**src/rtl/comparator_bias_ctrl.sv**
```systemverilog
// Comparator bias sequencer: settles the bias generator, then issues strobed comparator samples.
// Optional bias duty-cycling when idle is enabled by defining COMP_BIAS_DUTY_CYCLE_EN.
module comparator_bias_ctrl #(
    parameter int unsigned SETTLE_CYCLES = 64,
    parameter int unsigned STROBE_CYCLES = 2,
    parameter int unsigned IDLE_CYCLES   = 128
) (
    input  logic       wb_clk_i,
    input  logic       porb,
    input  logic       en,
    input  logic [3:0] trim_in,
    input  logic       trim_load,
    input  logic       sample_req,
    input  logic       comp_out,
    output logic       bias_en,
    output logic [3:0] bias_trim,
    output logic       bias_ready,
    output logic       comp_strobe,
    output logic       sample_valid,
    output logic       sample_bit
);

`ifdef COMP_BIAS_DUTY_CYCLE_EN
    typedef enum logic [2:0] {StOff, StSettle, StReady, StStrobe, StSleep} state_e;
    localparam logic [7:0] IdleLast = 8'(IDLE_CYCLES - 1);
    logic [7:0] idle_q, idle_d;
`else
    typedef enum logic [1:0] {StOff, StSettle, StReady, StStrobe} state_e;
`endif

    localparam logic [7:0] SettleLoad = 8'(SETTLE_CYCLES - 1);
    localparam logic [7:0] StrobeLoad = 8'(STROBE_CYCLES - 1);

    state_e     state_q, state_d;
    logic [7:0] cnt_q, cnt_d;
    logic       capture;

    always_comb begin
        state_d = state_q;
        cnt_d   = cnt_q;
        capture = 1'b0;
`ifdef COMP_BIAS_DUTY_CYCLE_EN
        idle_d  = '0;
`endif
        if (!en) begin
            state_d = StOff;
            cnt_d   = '0;
        end else if (trim_load &&
                     (state_q == StSettle || state_q == StReady || state_q == StStrobe)) begin
            // A new trim code invalidates the settled bias; any strobe in flight is dropped.
            state_d = StSettle;
            cnt_d   = SettleLoad;
        end else begin
            case (state_q)
                StOff: begin
                    state_d = StSettle;
                    cnt_d   = SettleLoad;
                end
                StSettle: begin
                    if (cnt_q == '0) state_d = StReady;
                    else             cnt_d   = cnt_q - 8'd1;
                end
                StReady: begin
                    if (sample_req) begin
                        state_d = StStrobe;
                        cnt_d   = StrobeLoad;
                    end
`ifdef COMP_BIAS_DUTY_CYCLE_EN
                    else if (idle_q == IdleLast) state_d = StSleep;
                    else                         idle_d  = idle_q + 8'd1;
`endif
                end
                StStrobe: begin
                    if (cnt_q == '0) begin
                        state_d = StReady;
                        capture = 1'b1;
                    end else begin
                        cnt_d = cnt_q - 8'd1;
                    end
                end
`ifdef COMP_BIAS_DUTY_CYCLE_EN
                StSleep: begin
                    if (sample_req) begin
                        state_d = StSettle;
                        cnt_d   = SettleLoad;
                    end
                end
`endif
                default: begin
                    state_d = StOff;
                    cnt_d   = '0;
                end
            endcase
        end
    end

    // Outputs are registered from the next state so they change on the same edge as the state.
    always_ff @(posedge wb_clk_i or negedge porb) begin
        if (!porb) begin
            state_q      <= StOff;
            cnt_q        <= '0;
            bias_en      <= 1'b0;
            bias_trim    <= 4'b1000;
            bias_ready   <= 1'b0;
            comp_strobe  <= 1'b0;
            sample_valid <= 1'b0;
            sample_bit   <= 1'b0;
        end else begin
            state_q      <= state_d;
            cnt_q        <= cnt_d;
            bias_en      <= (state_d == StSettle) || (state_d == StReady) ||
                            (state_d == StStrobe);
            bias_ready   <= (state_d == StReady) || (state_d == StStrobe);
            comp_strobe  <= (state_d == StStrobe);
            sample_valid <= capture;
            if (trim_load) bias_trim  <= trim_in;
            if (capture)   sample_bit <= comp_out;
        end
    end

`ifdef COMP_BIAS_DUTY_CYCLE_EN
    always_ff @(posedge wb_clk_i or negedge porb) begin
        if (!porb) idle_q <= '0;
        else       idle_q <= idle_d;
    end
`endif

endmodule

```
**config.mk**
```make
export PLATFORM = sky130hd
export DESIGN_NAME = comparator_bias_ctrl
export DESIGN_NICKNAME = d
export VERILOG_FILES = /design/src/rtl/comparator_bias_ctrl.sv
export SDC_FILE = /design/constraint.sdc
export NUM_CORES = 1
export LEC_CHECK = 0
export CORE_AREA = 5 5 52 54
export CTS_BUF_LIST = sky130_fd_sc_hd__clkbuf_8
export CTS_CLUSTER_SIZE = 28
export DETAILED_ROUTE_END_ITERATION = 12
export DIE_AREA = 0 0 57 59
export PLACE_DENSITY = 0.7
export SYNTH_ARGS = -nofsm -noshare
export SYNTH_HDL_FRONTEND = slang
export SYNTH_SLANG_ARGS = --single-unit
```
**constraint.sdc**
```tcl
create_clock -name wb_clk_i -period 2.25 [get_ports wb_clk_i]
set_clock_uncertainty 0.1 [all_clocks]
set_input_delay 0.45 -clock wb_clk_i [delete_from_list [all_inputs] [get_ports wb_clk_i]]
set_output_delay 0.45 -clock wb_clk_i [all_outputs]
set_load 0.03 [all_outputs]
```
==> flow_summary.ini <==
[setup_path]
r2r-end = sample_bit
cp.required_ns = 2.29
startpoint_type = register
r2r_slack_ns = 0.17
crit_arrival_ns = 2.13
r2r_start = cnt_q[0]
end_kind = register
r2r_cells = 6
crit_path_max_fanout = 5
crit_type = reg2reg

[cells_and_area]
antennaDiodeCount = 0
fill_cells = 190
area_delta_synth_final_pct = 31.5
final_cell_mix = dfrtp_1, clkdlybuf4s50_1, nand2_1, nor2_1, buf_4
drive_gt1_frac = 0.188
fin_area_sq_mm = 0.00125
final_nets = 124

[hold_path]
holdPathEnd = cnt_q[0]
min-delay-start = cnt_q[0]
hold_depth = 1
hold_path.class = reg2reg

[pwr]
p_sw_frac = 0.273
power_switching_uw = 209
internal_power_uw = 556
p_per_area_mw_per_mm2 = 613
ir_drop_uv = 438
combPwrFrac = 0.197
leakage_uw = 0.000512
power_frac_seq = 0.497
clkPwrFrac = 0.306

[cts]
postCtsSetupRepairBufs = 0
clock_sinks = 19
cts_max_path_buffers = 2
cts_made_buffers = 3
clock_latency_ns = 0.25
htreeDepth = 1
cts_tree = yes
cts_root_buf = clkbuf_8
path_clk_slew_ns = 0.07

[synth]
yosysWarnings = 0
ys_seq_elements = 19
yosysUniqueCellTypes = 36
synth-seq-area-share = 0.503
syn-cell-area_sq_um = 948
syn_inst = 87
synth_nets = 98
avgSynthCellArea_sq_um = 10.9

[detailed_routing]
ant_nets = 0
postRouteWirelength_um = 2240
wl_per_cell_um = 16.0
route.vias.total = 820
post_drt_via_cell_ratio = 5.86
drc = 0
dr.pass1.iters = 4
dr.first_iter.drc_count = 31

[sta]
grt_setup_unrepaired = no
drv_slew = 0
timing.final.crit_share = 0.926
tightest_slew_ns = 0.511
setup_viol = 0
slew_headroom = 0.656
hold_viol = 0
max_freq_mhz = 480
fin_setup_tns_ns = 0
min_period_ns = 2.08

[global_route]
grt_usage = 0.146
overflow = 0
first_global_vias = 794
grt_pass1_wl_um = 3800
grt_max_degree = 20
antenna_found_initial = 0

[die]
initial_core_util = 0.437
die_h_um = 59
die_area_sq_mm = 0.00336
fp.coreArea_sq_mm = 0.00217
die_w_um = 57
ioPinCount = 19
rows = 17

[place]
globalplace.congestion = 0.879
hpwl_um = 1620
io_buffers = 18
postPlaceCellArea_sq_mm = 0.00120

[outcome]
status = complete, no violations

[run]
cap_viol_max_count = 0
[per-layer routing]
layer  GRT usage  share of wire  vias up
met5           0              0        -
met4      0.0629          0.017        0
li1            -              -      381
met1       0.192           0.43      392
met3      0.0392          0.082        6
met2       0.227           0.47       41
[flip-flops by register name (all words and copies together) (netlist names)]
register      flops
bias_ready        1
sample_bit        1
state_q           2
comp_strobe       1
bias_trim         4
sample_valid      1
cnt_q             8
bias_en           1
[power by group through the flow]
stage	Clock (uW)	Sequential [uW]	Combinational, uW
after detailed placement	0	386	149
after global placement	0	386	147
after floorplan	0	401	65.3
after global routing	262	384	162
after CTS	243	380	150
final	234	380	151
[through the flow]
step / hold WS [ns] / total power [uW] / setup slack [ns] / util / std cells
2_1_floorplan: 0.0544 / 467 / 0.351 / - / 87
6_report: 0.381 / 765 / 0.165 / 0.575 / 140
3_5_place_dp: 0.374 / 535 / 0.165 / 0.551 / 136
4_1_cts: 0.384 / 773 / 0.0910 / 0.572 / 140
5_1_grt: 0.404 / 808 / 0.0376 / 0.575 / 140
3_3_place_gp: 0.369 / 533 / 0.177 / 0.551 / 136
[worst max path at each step]
stage,startpoint,endpoint,slack [ns],cells after the start
after detailed placement,trim_load,sample_bit,0.17,4
after floorplan,cnt_q[3],cnt_q[1],0.35,4
after global routing,cnt_q[1],sample_bit,0.04,6
final,cnt_q[0],sample_bit,0.17,6
after global placement,trim_load,sample_bit,0.18,4
after CTS,cnt_q[0],sample_bit,0.09,6
[kinds of logic (layout without fill, tap and decap cells)]
| kind of cell | Yosys count | in the layout | synth area share |
|---|---|---|---|
| flip-flops | 19 | 19 | 0.503 |
| AND/OR/NAND/NOR | 37 | 37 | 0.234 |
| adder cells (fa/ha/maj) | 1 | 1 | 0.0132 |
| multiplexers | 5 | 5 | 0.0594 |
| AO/OA/AOI/OAI | 19 | 19 | 0.166 |
| buffers and inverters | 6 | 31 | 0.0251 |
[worst max-delay path, stage by stage, from the launching register on]
cell and delay (ns):
dfrtp_1 0.40, inv_1 0.08, ha_1 0.25, nor4bb_2 0.31
nand2_1 0.14, nor3_1 0.32, mux2_2 0.37
[cell usage after synthesis]
library cell | instances | share of area
a21oi_1 | 1 | 0.0053
dfstp_2 | 1 | 0.028
nor4bb_1 | 1 | 0.011
nand3b_1 | 2 | 0.016
a2bb2oi_1 | 1 | 0.0092
clkbuf_1 | 1 | 0.0040
inv_1 | 3 | 0.012
ha_1 | 1 | 0.013
and2_1 | 1 | 0.0066
buf_2 | 1 | 0.0053
a211o_1 | 1 | 0.0092
mux2_2 | 5 | 0.059
o31ai_1 | 1 | 0.0079
o22ai_1 | 2 | 0.013
a22o_1 | 4 | 0.037
nor2_2 | 1 | 0.0066
o41ai_2 | 1 | 0.017
or4_4 | 1 | 0.012
nand3_1 | 1 | 0.0053
dfrtp_1 | 18 | 0.47
nor4_4 | 1 | 0.022
a221o_1 | 2 | 0.021
nand2b_1 | 1 | 0.0066
nor3_1 | 4 | 0.021
o32ai_1 | 2 | 0.018
nor2_1 | 8 | 0.032
o21ai_0 | 2 | 0.011
nand2_1 | 8 | 0.032
buf_1 | 1 | 0.0040
a211oi_1 | 1 | 0.0079
nor4b_1 | 1 | 0.0092
nor3b_1 | 3 | 0.024
nor3_2 | 1 | 0.011
o41ai_1 | 1 | 0.0092
nor4_1 | 2 | 0.013
and3_1 | 1 | 0.0066
[layout make-up]
class | count | area (sq um) | share of cell area
clock buffer | 3 | 41.3 | 0.0331
clock inverter | 1 | 3.75 | 0.00301
inverter | 3 | 11.3 | 0.00903
multi-input combinational | 62 | 454 | 0.364
sequential | 19 | 477 | 0.382
tap | 28 | 35.0 | 0.0281
timing repair buffer | 24 | 225 | 0.181
[timing repair]
item / 4_1_cts / 5_1_grt
resized for setup: 0 / 1
endpoints found under the hold margin: 0 / 0
endpoints found under the setup margin: 0 / 1
hold buffers: 0 / 0
Note: power is estimated with default switching activity, not from simulation.
